## src/rtl/ad9958_pkg.sv

```systemverilog
`default_nettype none
// ============================================================================
//  Module      : ad9958_pkg
//  Description : Shared constants for the AD9958 serial write protocol:
//                register addresses, data nibble counts per address, reset
//                defaults and the responder FSM state encoding.
//  Revision    : 1.0 - initial release
// ============================================================================
package ad9958_pkg;

    localparam int          NUM_CH        = 2;

    localparam logic [4:0]  C_ADDR_CSR    = 5'h00;
    localparam logic [4:0]  C_ADDR_FR1    = 5'h01;
    localparam logic [4:0]  C_ADDR_FR2    = 5'h02;
    localparam logic [4:0]  C_ADDR_CFR    = 5'h03;
    localparam logic [4:0]  C_ADDR_CFTW0  = 5'h04;
    localparam logic [4:0]  C_ADDR_CPOW0  = 5'h05;
    localparam logic [4:0]  C_ADDR_ACR    = 5'h06;

    localparam logic [7:0]  C_CSR_DEFAULT = 8'hF0;
    localparam logic [23:0] C_CFR_DEFAULT = 24'h000302;

    typedef enum logic [1:0] {
        ST_IDLE   = 2'd0,
        ST_INSTR  = 2'd1,
        ST_DATA   = 2'd2,
        ST_COMMIT = 2'd3
    } state_t;

    // Number of data nibbles that follow the instruction byte. Unknown
    // addresses still consume a full 32-bit word so the frame stays aligned.
    function automatic logic [3:0] nibble_count(input logic [4:0] addr);
        case (addr)
            C_ADDR_CSR:   nibble_count = 4'd2;
            C_ADDR_FR1:   nibble_count = 4'd6;
            C_ADDR_FR2:   nibble_count = 4'd4;
            C_ADDR_CFR:   nibble_count = 4'd6;
            C_ADDR_CFTW0: nibble_count = 4'd8;
            C_ADDR_CPOW0: nibble_count = 4'd4;
            C_ADDR_ACR:   nibble_count = 4'd6;
            default:      nibble_count = 4'd8;
        endcase
    endfunction

endpackage
`default_nettype wire

```

## src/rtl/ad9958_spi_sampler.sv

```systemverilog
`default_nettype none
// ============================================================================
//  Module      : ad9958_spi_sampler
//  Description : Brings the asynchronous SPI pins and control strobes into
//                the system clock domain and produces single-cycle events.
//  Ports       : clock, reset_n       - system clock, async active-low reset
//                i_sclk/i_cs_n/i_sdio - raw SPI pins
//                i_io_update          - raw io_update pin
//                i_master_reset       - raw master_reset pin
//                o_nibble_valid       - one-cycle strobe, nibble on o_nibble
//                o_io_update_rise     - one-cycle strobe on io_update rise
//                o_master_reset       - synchronized master_reset level
//  Revision    : 1.0 - initial release
// ============================================================================
module ad9958_spi_sampler (
    input  logic       clock,
    input  logic       reset_n,
    input  logic       i_sclk,
    input  logic       i_cs_n,
    input  logic [3:0] i_sdio,
    input  logic       i_io_update,
    input  logic       i_master_reset,
    output logic       o_nibble_valid,
    output logic [3:0] o_nibble,
    output logic       o_io_update_rise,
    output logic       o_master_reset
);

    // Bit layout of the synchronizer vector:
    // [3:0] sdio, [4] sclk, [5] cs_n, [6] io_update, [7] master_reset
    localparam logic [7:0] C_SYNC_RESET = 8'b0010_0000;   // cs_n idles high

    logic [7:0] r_sync1;
    logic [7:0] r_sync2;
    logic       r_sclk_prev;
    logic       r_ioup_prev;

    always_ff @(posedge clock or negedge reset_n) begin
        if (!reset_n) begin
            r_sync1     <= C_SYNC_RESET;
            r_sync2     <= C_SYNC_RESET;
            r_sclk_prev <= 1'b0;
            r_ioup_prev <= 1'b0;
        end else begin
            r_sync1     <= {i_master_reset, i_io_update, i_cs_n, i_sclk, i_sdio};
            r_sync2     <= r_sync1;
            r_sclk_prev <= r_sync2[4];
            r_ioup_prev <= r_sync2[6];
        end
    end

    // sdio travels through the same two stages as sclk, so the nibble seen
    // with the detected edge is the one present at the pin edge.
    assign o_nibble_valid   = r_sync2[4] & ~r_sclk_prev & ~r_sync2[5];
    assign o_nibble         = r_sync2[3:0];
    assign o_io_update_rise = r_sync2[6] & ~r_ioup_prev;
    assign o_master_reset   = r_sync2[7];

endmodule
`default_nettype wire

```

## src/rtl/ad9958_spi_responder.sv

```systemverilog
`default_nettype none
// ============================================================================
//  Module      : ad9958_spi_responder
//  Description : Far-end model of the AD9958 quad-SPI write path. Decodes
//                instruction + data frames into a buffered register file and
//                exposes the active registers.
//  Ports       : clock, reset_n       - system clock, async active-low reset
//                sclk, cs_n, sdio     - quad SPI pins (async)
//                io_update            - buffer-to-active transfer (async)
//                master_reset         - level reset to defaults (async)
//                csr ... asf_ch1      - active register values
//                write_valid/addr     - commit pulse and its address
//                proto_error          - pulse on read / unsupported address
//  Revision    : 1.0 - initial release
// ============================================================================
module ad9958_spi_responder
    import ad9958_pkg::*;
#(
    parameter int MIN_OVERSAMPLE = 4
) (
    input  logic        clock,
    input  logic        reset_n,
    input  logic        sclk,
    input  logic        cs_n,
    input  logic [3:0]  sdio,
    input  logic        io_update,
    input  logic        master_reset,
    output logic [7:0]  csr,
    output logic [23:0] fr1,
    output logic [15:0] fr2,
    output logic [23:0] cfr_ch0,
    output logic [23:0] cfr_ch1,
    output logic [31:0] ftw_ch0,
    output logic [31:0] ftw_ch1,
    output logic [15:0] pow_ch0,
    output logic [15:0] pow_ch1,
    output logic [23:0] asf_ch0,
    output logic [23:0] asf_ch1,
    output logic        write_valid,
    output logic [4:0]  write_addr,
    output logic        proto_error
);

    generate
        if (MIN_OVERSAMPLE < 4) begin : g_ratio_check
            $error("MIN_OVERSAMPLE below 4 is not a supported operating point");
        end
    endgenerate

    logic       w_nib_valid;
    logic [3:0] w_nibble;
    logic       w_io_rise;
    logic       w_mreset;

    ad9958_spi_sampler u_sampler (
        .clock            (clock),
        .reset_n          (reset_n),
        .i_sclk           (sclk),
        .i_cs_n           (cs_n),
        .i_sdio           (sdio),
        .i_io_update      (io_update),
        .i_master_reset   (master_reset),
        .o_nibble_valid   (w_nib_valid),
        .o_nibble         (w_nibble),
        .o_io_update_rise (w_io_rise),
        .o_master_reset   (w_mreset)
    );

    state_t      r_state;
    state_t      w_state_next;
    logic [31:0] r_shift;
    logic [3:0]  r_nib_cnt;
    logic [3:0]  r_need;
    logic [4:0]  r_addr;
    logic        r_drop;

    logic [7:0]  r_csr;
    logic [23:0] r_fr1_buf, r_fr1_act;
    logic [15:0] r_fr2_buf, r_fr2_act;
    logic [23:0] r_cfr_buf [NUM_CH];
    logic [23:0] r_cfr_act [NUM_CH];
    logic [31:0] r_ftw_buf [NUM_CH];
    logic [31:0] r_ftw_act [NUM_CH];
    logic [15:0] r_pow_buf [NUM_CH];
    logic [15:0] r_pow_act [NUM_CH];
    logic [23:0] r_asf_buf [NUM_CH];
    logic [23:0] r_asf_act [NUM_CH];
    logic        r_write_valid;
    logic [4:0]  r_write_addr;
    logic        r_proto_error;

    // The instruction's high nibble already sits in r_shift[3:0] when the
    // low nibble arrives; bits 6:5 of the instruction are don't-care.
    logic       w_instr_read;
    logic [4:0] w_instr_addr;
    logic       w_instr_bad;
    assign w_instr_read = r_shift[3];
    assign w_instr_addr = {r_shift[0], w_nibble};
    assign w_instr_bad  = w_instr_read || (w_instr_addr > C_ADDR_ACR);

    // ---------------------------------------------------------------- FSM
    always_ff @(posedge clock or negedge reset_n) begin
        if (!reset_n) begin
            r_state <= ST_IDLE;
        end else if (w_mreset) begin
            r_state <= ST_IDLE;
        end else begin
            r_state <= w_state_next;
        end
    end

    always_comb begin
        w_state_next = r_state;
        case (r_state)
            ST_IDLE:   if (w_nib_valid) w_state_next = ST_INSTR;
            ST_INSTR:  if (w_nib_valid) w_state_next = ST_DATA;
            ST_DATA:   if (w_nib_valid && (r_nib_cnt == r_need - 4'd1))
                           w_state_next = ST_COMMIT;
            ST_COMMIT: w_state_next = ST_IDLE;
            default:   w_state_next = ST_IDLE;
        endcase
    end

    // ------------------------------------------ datapath and register file
    always_ff @(posedge clock or negedge reset_n) begin
        if (!reset_n) begin
            r_shift       <= '0;
            r_nib_cnt     <= '0;
            r_need        <= '0;
            r_addr        <= '0;
            r_drop        <= 1'b0;
            r_csr         <= C_CSR_DEFAULT;
            r_fr1_buf     <= '0;
            r_fr1_act     <= '0;
            r_fr2_buf     <= '0;
            r_fr2_act     <= '0;
            r_write_valid <= 1'b0;
            r_write_addr  <= '0;
            r_proto_error <= 1'b0;
            for (int ch = 0; ch < NUM_CH; ch++) begin
                r_cfr_buf[ch] <= C_CFR_DEFAULT;
                r_cfr_act[ch] <= C_CFR_DEFAULT;
                r_ftw_buf[ch] <= '0;
                r_ftw_act[ch] <= '0;
                r_pow_buf[ch] <= '0;
                r_pow_act[ch] <= '0;
                r_asf_buf[ch] <= '0;
                r_asf_act[ch] <= '0;
            end
        end else if (w_mreset) begin
            r_shift       <= '0;
            r_nib_cnt     <= '0;
            r_need        <= '0;
            r_addr        <= '0;
            r_drop        <= 1'b0;
            r_csr         <= C_CSR_DEFAULT;
            r_fr1_buf     <= '0;
            r_fr1_act     <= '0;
            r_fr2_buf     <= '0;
            r_fr2_act     <= '0;
            r_write_valid <= 1'b0;
            r_write_addr  <= '0;
            r_proto_error <= 1'b0;
            for (int ch = 0; ch < NUM_CH; ch++) begin
                r_cfr_buf[ch] <= C_CFR_DEFAULT;
                r_cfr_act[ch] <= C_CFR_DEFAULT;
                r_ftw_buf[ch] <= '0;
                r_ftw_act[ch] <= '0;
                r_pow_buf[ch] <= '0;
                r_pow_act[ch] <= '0;
                r_asf_buf[ch] <= '0;
                r_asf_act[ch] <= '0;
            end
        end else begin
            r_write_valid <= 1'b0;
            r_proto_error <= 1'b0;

            if (w_nib_valid && (r_state != ST_COMMIT)) begin
                r_shift <= {r_shift[27:0], w_nibble};
            end

            if (w_nib_valid && (r_state == ST_INSTR)) begin
                r_addr        <= w_instr_addr;
                r_drop        <= w_instr_bad;
                r_need        <= nibble_count(w_instr_addr);
                r_nib_cnt     <= '0;
                r_proto_error <= w_instr_bad;
            end else if (w_nib_valid && (r_state == ST_DATA)) begin
                r_nib_cnt <= r_nib_cnt + 4'd1;
            end

            // Ordered before the commit so that a same-cycle io_update
            // transfers the buffer contents from before this commit.
            if (w_io_rise) begin
                r_fr1_act <= r_fr1_buf;
                r_fr2_act <= r_fr2_buf;
                for (int ch = 0; ch < NUM_CH; ch++) begin
                    r_cfr_act[ch] <= r_cfr_buf[ch];
                    r_ftw_act[ch] <= r_ftw_buf[ch];
                    r_pow_act[ch] <= r_pow_buf[ch];
                    r_asf_act[ch] <= r_asf_buf[ch];
                end
            end

            // The frame's data occupies the low bits of r_shift, MSB-first.
            if ((r_state == ST_COMMIT) && !r_drop) begin
                r_write_valid <= 1'b1;
                r_write_addr  <= r_addr;
                case (r_addr)
                    C_ADDR_CSR: r_csr     <= r_shift[7:0];
                    C_ADDR_FR1: r_fr1_buf <= r_shift[23:0];
                    C_ADDR_FR2: r_fr2_buf <= r_shift[15:0];
                    default: begin
                        // csr[6] enables ch0, csr[7] enables ch1
                        for (int ch = 0; ch < NUM_CH; ch++) begin
                            if (r_csr[6+ch]) begin
                                case (r_addr)
                                    C_ADDR_CFR:   r_cfr_buf[ch] <= r_shift[23:0];
                                    C_ADDR_CFTW0: r_ftw_buf[ch] <= r_shift;
                                    C_ADDR_CPOW0: r_pow_buf[ch] <= r_shift[15:0];
                                    default:      r_asf_buf[ch] <= r_shift[23:0];
                                endcase
                            end
                        end
                    end
                endcase
            end
        end
    end

    assign csr         = r_csr;
    assign fr1         = r_fr1_act;
    assign fr2         = r_fr2_act;
    assign cfr_ch0     = r_cfr_act[0];
    assign cfr_ch1     = r_cfr_act[1];
    assign ftw_ch0     = r_ftw_act[0];
    assign ftw_ch1     = r_ftw_act[1];
    assign pow_ch0     = r_pow_act[0];
    assign pow_ch1     = r_pow_act[1];
    assign asf_ch0     = r_asf_act[0];
    assign asf_ch1     = r_asf_act[1];
    assign write_valid = r_write_valid;
    assign write_addr  = r_write_addr;
    assign proto_error = r_proto_error;

endmodule
`default_nettype wire
```

## config.mk

```make
export PLATFORM = sky130hd
export DESIGN_NAME = ad9958_spi_responder
export DESIGN_NICKNAME = d
export VERILOG_FILES = /design/src/rtl/ad9958_pkg.sv /design/src/rtl/ad9958_spi_sampler.sv /design/src/rtl/ad9958_spi_responder.sv
export SDC_FILE = /design/constraint.sdc
export NUM_CORES = 1
export LEC_CHECK = 0
export BUFFER_PORTS_ARGS = -buffer_cell sky130_fd_sc_hd__buf_2
export CAP_MARGIN = 25
export CORE_ASPECT_RATIO = 2
export CORE_MARGIN = 2
export CORE_UTILIZATION = 39
export CTS_BUF_LIST = sky130_fd_sc_hd__clkbuf_2 sky130_fd_sc_hd__clkbuf_4 sky130_fd_sc_hd__clkbuf_8
export DETAILED_ROUTE_END_ITERATION = 7
export HOLD_SLACK_MARGIN = 0.12
export SYNTH_ARGS = -nofsm -noshare
export SYNTH_HDL_FRONTEND = slang
export SYNTH_SLANG_ARGS = --single-unit
export TNS_END_PERCENT = 50
```

## constraint.sdc

```tcl
create_clock -name clock -period 2.6 [get_ports clock]
set_input_delay 0.39 -clock clock [delete_from_list [all_inputs] [get_ports clock]]
set_output_delay 0.39 -clock clock [all_outputs]
set_load 0.02 [all_outputs]
```

# Yosys cells after proc, flatten, opt, wreduce, memory -nomap -nowiden
# Cells that the tools add are included.
dict set report totals {
  regBits 545
  latch_bits 0
  mem_bits_rw 0
  romBits 0
  in_bits 10
  elab_cells 170
  n_memories 0
}
dict set report classes {
  n_addsub 2
  n_mul 0
  n_div 0
  magnitude_cmp 1
  eq_ne 20
  shifts 0
  n_mux 68
  bitwise 6
  n_reduce_logical 39
}
# op n
set ops {}
lappend ops {{2-to-1 mux 48 bit} 10}
lappend ops {{2-to-1 mux 32 bit} 10}
lappend ops {{2-to-1 mux 64 bit} 5}
lappend ops {{2-to-1 mux 24 bit} 11}
lappend ops {{2-to-1 mux 16 bit} 8}
lappend ops {{AND reduction 4 bit} 8}
lappend ops {{2-to-1 mux 8 bit} 3}
lappend ops {{nonzero test 2 bit} 12}
lappend ops {{== test 5 x 2 -> 1 bit, second input constant} 4}
lappend ops {{== test 5 x 3 -> 1 bit, second input constant} 4}
lappend ops {{2-to-1 mux 4 bit} 5}
lappend ops {{2-to-1 mux 5 bit} 4}
lappend ops {{one-hot mux 4 bit (3 select lines)} 1}
lappend ops {{== test 5 x 1 -> 1 bit, second input constant} 2}
lappend ops {{zero test 5 bit} 2}
lappend ops {{inequality test 3 x 2 -> 1 bit, second input constant} 3}
lappend ops {{OR reduction 3 bit} 3}
lappend ops {{2-to-1 mux 2 bit} 4}
lappend ops {{one-hot mux 2 bit (4 select lines)} 1}
lappend ops {{2-to-1 mux 1 bit} 6}
lappend ops {{AND reduction 2 bit} 3}
lappend ops {{greater-than comparator 5 x 3 -> 1 bit, second input constant} 1}
lappend ops {{logical AND 1 bit} 5}
lappend ops {{adder 4 x 1 -> 4 bit, second input constant} 1}
lappend ops {{14 further kinds} 20}

# Logic depth before layout (Yosys ltp)
# Gate-level depths: netlist of the first run.
dict set report logic_depth {
  depth_word 7
  mapped_depth 8
  ltp_nobuf 6
}

# Hierarchy
# Synthesis of the first run repeated with hierarchy kept, for this count alone.
dict set report hier_totals {
  cells_unflattened 1725
  area_unflattened_um2 21717.1
}
# module instances cells_each area_each_um2 seq_area_each_um2
set modules_own_cells {}
lappend modules_own_cells {ad9958_spi_responder 1 1701 21215.3 13182.6}
lappend modules_own_cells {ad9958_spi_sampler 1 24 501.7 452.9}

# Least setup slack after synthesis of the first run
# No wires, ideal clock.
dict set report synth_timing {
  path_kind {reg2reg}
  start {register r_state[0]}
  end {register r_asf_buf[22] (netlist name)}
  setup_time_ns 0.128
  arrival_ns 1.908
  path_slack_ns 0.564
  stages_incl_launch_ff 7
  synth_period_minus_slack_ns 2.036
  cell_sequence {dfrtp_1 > ha_1 > nor2b_1 > o2bb2ai_2 > nor3_4 > buf_6 > mux2_1}
}
dict set report synth_via {
  elab_chain_len 4
}
# item line
set synth_lines {}
lappend synth_lines {{from (decl)} ad9958_spi_responder.sv:69} ;# state_t r_state;
lappend synth_lines {{from (signal assigned)} ad9958_spi_responder.sv:108} ;# r_state <= w_state_next;
lappend synth_lines {{== test 2 bit} ad9958_spi_responder.sv:206} ;# if ((r_state == ST_COMMIT) && !r_drop) begin
lappend synth_lines {{logical AND 1 bit} ad9958_spi_responder.sv:206}
lappend synth_lines {{nonzero test 2 bit (no line)} -}
lappend synth_lines {{AND reduction 4 bit (no line)} -}
lappend synth_lines {{to (signal, indexed assignment)} ad9958_spi_responder.sv:221} ;# default: r_asf_buf[ch] <= r_shift[23:0];
lappend synth_lines {{to (decl)} ad9958_spi_responder.sv:86} ;# logic [23:0] r_asf_buf [NUM_CH];
# No other way between the ends.
# A chain may end at the register's enable or synchronous reset.

# Final worst setup path of the first run
dict set report layout_timing {
  start {register r_state[0]}
  end {register r_pow_buf[12] (netlist name)}
}
dict set report layout_via {
  elab_chain_len 4
}
# item line
set layout_lines {}
lappend layout_lines {{== test 2 bit} ad9958_spi_responder.sv:206}
lappend layout_lines {{logical AND 1 bit} ad9958_spi_responder.sv:206}
lappend layout_lines {{nonzero test 2 bit (no line)} -}
lappend layout_lines {{AND reduction 4 bit (no line)} -}
lappend layout_lines {{to (signal, indexed assignment)} ad9958_spi_responder.sv:220} ;# C_ADDR_CPOW0: r_pow_buf[ch] <= r_shift[15:0];
lappend layout_lines {{to (decl)} ad9958_spi_responder.sv:84} ;# logic [15:0] r_pow_buf [NUM_CH];
# No other way between the ends.

==> flow_summary.yaml, run 1 <==
status:
  outcome: "finished clean"
power_and_ir_drop:
  p_int_mw: 12.8
  powerDensity_nw_per_um2: 659
  clkPwrFrac_pct: 43.3
  power.switching_mw: 4.04
  p_leak_nw: 12.3
  power_frac_comb_pct: 5.6
  power.share.sequential_pct: 51.1
  vdd_drop_max_mv: 0.369
  swShare_pct: 24.0
finish:
  regArea_um2: 13600
  nFillCells: 5215
  multi_input_comb_area_um2: 7270
  layout-drive-gt1-share_pct: 26.2
  fin_nets: 2332
  fin_area_um2: 25600
  syn2layout_area_growth_pct: 18.4
clocking:
  numCtsBuffers: 79
  path_clk_slew_ps: 60
  cts-root-buf: "clkbuf_8"
  cts.sinks: 544
  clk-insertion-delay-late_ps: 650
  cts_tree: "yes"
  cts_setup_buffers: 0
  htreeDepth: 3
  clockBufferDepth: 3
synth:
  syn_area_um2: 21600
  synthSimpleGateAreaFrac_pct: 16.5
  synth.top_cell.area_share_pct: 61.0
  synth.distinct_cells: 43
  synth_common_cells: "709 x nand2_1, 526 x dfrtp_1, 314 x a21oi_1, 106 x mux2_2, 103 x clkbuf_1"
  post-synth-top-area-cell: "dfrtp_1"
  synthMuxAreaShare_pct: 7.79
  synth-xor-area-share_pct: 0.313
  yosysMostFrequentCell: "nand2_1"
  ys_warn_count: 0
  synth_area_leaders: "dfrtp_1 61%, nand2_1 12%, a21oi_1 7.3%"
  synth-compound-area-share_pct: 8.58
  synthesis.nets: 2071
  synth_seq_cells: 544
  ys.flop_type: "dfrtp_1"
  syn_inst: 2055
  synth_edf_count: 0
  ys_seq_area_share_pct: 63.2
  synthArstFlopShare_pct: 100
  synth_top_family_by_area: "simple AND/OR/NAND/NOR gates"
  synthAdderAreaFrac_pct: 0.348
  synth_area_per_cell_um2: 10.5
worst_setup_path:
  crit_family: "simple AND/OR/NAND/NOR gates"
  cp.depth: 6
  crit_buf_inv: 1
  worstSetupEndpointType: "flop"
  worstPathArrival_ps: 2940
  start_kind: "flop"
  slowest_delay_ps: 710
  reg2reg_depth: 6
  crit_fanout: 16
  cp.required_ps: 3120
  crit_path_cell_trace: "ha_1 > nor2b_1 > o2bb2ai_2 > buf_4 > nor3_4 > mux2_2"
  slowest_stage: "nor3_4"
  critPathKind: "flop to flop"
sta:
  finClkSkew_ps: 33.1
  fmax_ghz: 0.413
  finalCritPeriodShare_pct: 93.1
  post-route-min-period_ps: 2420
  finalHoldViolations: 0
  slew_viol_final: 0
  relSlewSlack_pct: 34.9
  worstMarginPinSlew_ps: 974
  grt_setup_unrepaired: "false"
  setup_ws_ps: 180
  setup_viol: 0
  fin_setup_tns_ps: 0
global_routing:
  gr-total-overflow: 0
  grt_usage_pct: 20.9
  grt_start_max_net_pins: 115
  grt_pass1_vias: 15400
  grt_pass1_wl_um: 91900
  antenna_found_initial: 2
floorplanning:
  rows: 122
  die_h_um: 337
  coreArea_um2: 55000
  fp.dieW_um: 170
  io_pins: 257
  die-area_um2: 57400
  initial_utilization_pct: 39.3
place:
  place.gp.congestion: 0.783
  postPlaceCellArea_um2: 23800
  dp_hpwl_um: 38200
  dp_slack_ps: 108
  io_buffers: 256
routing:
  drt-wirelength-per-cell_um: 19.4
  drt-initial-drc-count: 1064
  via_per_inst: 5.08
  first_pass_iters: 5
  drc: 0
  ant_nets: 0
  vias: 15500
  drt_wl_total_um: 59200
flow_run:
  cap_viol_max_count: 0
min_path:
  hold_class: "input pin to async pin"
metal layers:
| layer | routed length, um | GRT usage [%] | vias to the layer above |
|---|---|---|---|
| met3 | 4090 | 5.08 | 81 |
| met5 | 0 | 0 | - |
| li1 | - | - | 7237 |
| met2 | 28200 | 33.7 | 467 |
| met4 | 1150 | 5.66 | 0 |
| met1 | 25700 | 28.3 | 7739 |
registers in the layout, summed over array words and instances, names as in the netlist, 3 cells and up:
name,flops
pow_ch0,16
r_ftw_buf,64
csr,8
cfr_ch0,24
r_fr1_buf,24
r_pow_buf,32
fr1,24
r_need,3
u_sampler.r_sync2,8
fr2,16
u_sampler.r_sync1,8
ftw_ch0,32
r_cfr_buf,48
asf_ch0,24
ftw_ch1,32
write_addr,5
r_nib_cnt,4
cfr_ch1,24
pow_ch1,16
asf_ch1,24
r_addr,5
r_shift,32
r_asf_buf,48
r_fr2_buf,16
what timing repair did:
item	CTS	global route
hold endpoints to repair	54	0
setup endpoints to repair	0	43
hold buffers	9	0
resized for setup	0	1
logic make-up (layout without fill, tap and decap cells):
kind of cell               after synthesis  in the layout
DFF                                    544            544
adders and majority gates                6              6
other                                    0              1
and+or+nand+nor                        840            840
muxes                                  147            147
buffers and inverters                  158            475
AOI/OAI and AO/OA                      354            354
xor gates and xnor gates                 6              6
cells in the final DEF, fill, tap and decap left out, types with 3 or more instances in the layout:
cell           count
clkbuf_4          24
nor3_1            11
a22o_1            11
nor2b_2            8
nand3_1            7
mux2i_1            3
a21oi_1          314
clkinv_2           8
o21ai_0           22
nand2b_1          25
or3_1              4
buf_12            16
dlygate4sd3_1      9
xnor2_1            3
nor2_1            18
nor3_4             8
clkbuf_8          99
inv_1              5
ha_1               6
buf_4             50
nand2_1          709
buf_2            255
mux2_2           106
dfstp_2           18
mux2_1            30
nor2b_1           27
mux2_4             8
dfrtp_1          525
nand3b_1           7
worst paths after layout:
check	start	endpoint	slack (ps)
worst max-delay path	r_state[0]$_DFFE_PN0P_	r_pow_buf[12]$_DFFE_PN0P_	180
worst min-delay path	reset_n	cfr_ch0[11]$_DFFE_PN0P_	310
worst max register to register	r_state[0]$_DFFE_PN0P_	r_pow_buf[12]$_DFFE_PN0P_	180
worst min register to register	u_sampler.r_sync1[4]$_DFF_PN0_	u_sampler.r_sync2[4]$_DFF_PN0_	350
max in group asynchronous	reset_n	u_sampler.r_sync2[7]$_DFF_PN0_	1500
min in group clock	u_sampler.r_sync1[4]$_DFF_PN0_	u_sampler.r_sync2[4]$_DFF_PN0_	350
power groups by stage:
stage | Clock (mW) | Sequential [mW] | Combinational (mW)
floorplan | 0 | 8.76 | 0.520
global placement | 0 | 8.76 | 0.944
detailed placement | 0 | 8.77 | 0.955
CTS | 7.50 | 8.61 | 0.967
global route | 7.87 | 8.61 | 1.05
finish | 7.29 | 8.61 | 0.944
area by class of cell:
cell class | instances | area share (%)
inverter | 5 | 0.0734
clock inverter | 14 | 0.519
multi-input combinational | 1353 | 28.4
clock buffer | 123 | 6.04
tap | 682 | 3.34
sequential | 544 | 53.4
antenna | 1 | 0.00979
timing repair buffer | 333 | 8.23
worst reg2reg max path, stage by stage (launching register included):
cell	delay, ps
dfrtp_1	410
ha_1	180
nor2b_1	260
o2bb2ai_2	140
buf_4	180
nor3_4	710
mux2_2	430
per-stage QoR:
step	instances	hold slack [ps]	power, mW	utilization (%)
4_1_cts	3054	326	17.1	46.5
3_3_place_gp	2907	333	9.71	43.3
2_1_floorplan	2055	94.4	9.28	-
6_report	3055	313	16.8	46.5
3_5_place_dp	2908	336	9.72	43.3
5_1_grt	3055	336	17.5	46.5
No activity file was read; power rests on OpenSTA's default activity.
==> run 2: changes to the inputs <==
==> constraint.sdc (replaced) <==
create_clock -name clock -period 3 [get_ports clock]
set_input_delay 0.45 -clock clock [delete_from_list [all_inputs] [get_ports clock]]
set_output_delay 0.45 -clock clock [all_outputs]
set_load 0.02 [all_outputs]
==> flow_summary.yaml, run 2 (same netlist as run 1, synthesis figures left out) <==
place:
  place.gp.congestion: 0.793
  dp_hpwl_um: 37000
  postPlaceCellArea_um2: 23600
  dp_cells: 2886
  io_buffers: 256
  dp_slack_ps: 401
worst_setup_path:
  crit_path_start: "r_state[0]$_DFFE_PN0P_"
  cp.required_ps: 3530
  crit_path_cell_trace: "ha_1 > nor2b_1 > o2bb2ai_2 > nor3_4 > mux2_2"
  crit_buf_inv: 0
  worst_r2r_endpoint: "r_pow_buf[1]$_DFFE_PN0P_"
  crit_family: "simple AND/OR/NAND/NOR gates"
  slowest_stage: "nor3_4"
  worstPathArrival_ps: 3120
  start_kind: "flop"
  slowest_delay_ps: 820
  worstSetupEndpointType: "flop"
  reg2reg_depth: 5
  reg2reg_setup_slack_ps: 410
  crit_fanout: 16
  crit_path_end: "r_pow_buf[1]$_DFFE_PN0P_"
  cp.depth: 5
  r2r_start: "r_state[0]$_DFFE_PN0P_"
  critPathKind: "flop to flop"
status:
  outcome: "finished clean"
clocking:
  cts-root-buf: "clkbuf_8"
  clk-insertion-delay-late_ps: 660
  path_clk_slew_ps: 70
  ctsResizeCount: 0
  cts_tree: "yes"
  clockBufferDepth: 3
  cts.sinks: 544
  numCtsBuffers: 79
  htreeDepth: 3
floorplanning:
  coreArea_um2: 55000
  fp.dieW_um: 170
  die-area_um2: 57400
  io_pins: 257
  rows: 122
  die_h_um: 337
  initial_utilization_pct: 39.3
global_routing:
  grt_pass1_wl_um: 90800
  gr-total-overflow: 0
  grt_usage_pct: 20.7
  antenna_found_initial: 1
  grt_pass1_vias: 15100
  grt_start_max_net_pins: 161
sta:
  setup_viol: 0
  slew_viol_final: 0
  timing.hold.ws_ps: 348
  setup_ws_ps: 409
  fin_setup_tns_ps: 0
  finalHoldViolations: 0
  finalCritPeriodShare_pct: 86.4
  finClkSkew_ps: 39.1
  relSlewSlack_pct: 32.5
  post-route-min-period_ps: 2590
  worstMarginPinSlew_ps: 1010
  grt_setup_unrepaired: "false"
  fmax_ghz: 0.386
finish:
  largest_reg_flops: 64
  nFillCells: 5226
  fin_nets: 2310
  regMostFlops: "r_ftw_buf"
  fin_area_um2: 25300
  multi_input_comb_area_um2: 7270
  layout-drive-gt1-share_pct: 25.5
  regArea_um2: 13600
  syn2layout_area_growth_pct: 17.2
  finish.utilization_pct: 46.0
  stdcell_count: 3032
  top_regs: "r_ftw_buf x64, r_asf_buf x48, r_cfr_buf x48"
  final_common_cell: "nand2_1"
  final_cell_mix: "709 x nand2_1, 525 x dfrtp_1, 314 x a21oi_1"
routing:
  vias: 15500
  drt-initial-drc-count: 1146
  drt-wirelength-per-cell_um: 19.4
  first_pass_iters: 5
  ant_nets: 0
  via_per_inst: 5.11
  drt_wl_total_um: 58800
  drc: 0
min_path:
  worstHoldStart: "u_sampler.r_sync1[3]$_DFF_PN0_"
  hold_class: "flop to flop"
power_and_ir_drop:
  p_leak_nw: 12.1
  powerDensity_nw_per_um2: 567
  total_power_mw: 14.3
  vdd_drop_max_mv: 0.352
flow_run:
  cap_viol_max_count: 0
## run 2: final cells by class
type,instances,area share (%)
flip-flops and latches,544,53.9
multi-input cells,1353,28.7
repair buffers,311,7.52
clock buffers,122,5.89
well taps,682,3.37
clock inverters,14,0.490
inverters,5,0.0742
diodes,1,0.00989
## run 2: worst register-to-register path: stages, from the launching register on
cell and delay [ps]:
dfrtp_1 420, ha_1 230, nor2b_1 300, o2bb2ai_2 260, nor3_4 820, mux2_2 440
## run 2: worst min path at each step
stage	endpoint	depth (start not counted)
3_3_place_gp	u_sampler.r_sync2[7]$_DFF_PN0_	0
5_1_grt	u_sampler.r_sync2[0]$_DFF_PN0_	0
2_1_floorplan	asf_ch0[0]$_DFFE_PN0P_	0
4_1_cts	u_sampler.r_sync2[3]$_DFF_PN0_	0
3_5_place_dp	u_sampler.r_sync2[3]$_DFF_PN0_	0
6_report	u_sampler.r_sync2[3]$_DFF_PN0_	0
## run 2: layer usage
layer	up-vias	part of all wire (%)	global-route usage (%)
met1	7724	45	29.2
met2	483	46	31.8
met4	0	2.4	6.95
li1	7196	-	-
met5	-	0	0
met3	87	6.7	4.38
## run 2: timing repair
action | 4_1_cts | 5_1_grt
hold buffers | 9 | 0
endpoints found under the hold margin | 61 | 0
setup buffers | 0 | 0
## run 2: power by group
part	internal, mW	total [mW]	switching, mW	leakage [nW]
Sequential	7.41	7.47	0.0639	7.50
Clock	3.26	6.08	2.83	0.854
Combinational	0.222	0.784	0.562	3.76
Total	10.9	14.3	3.45	12.1
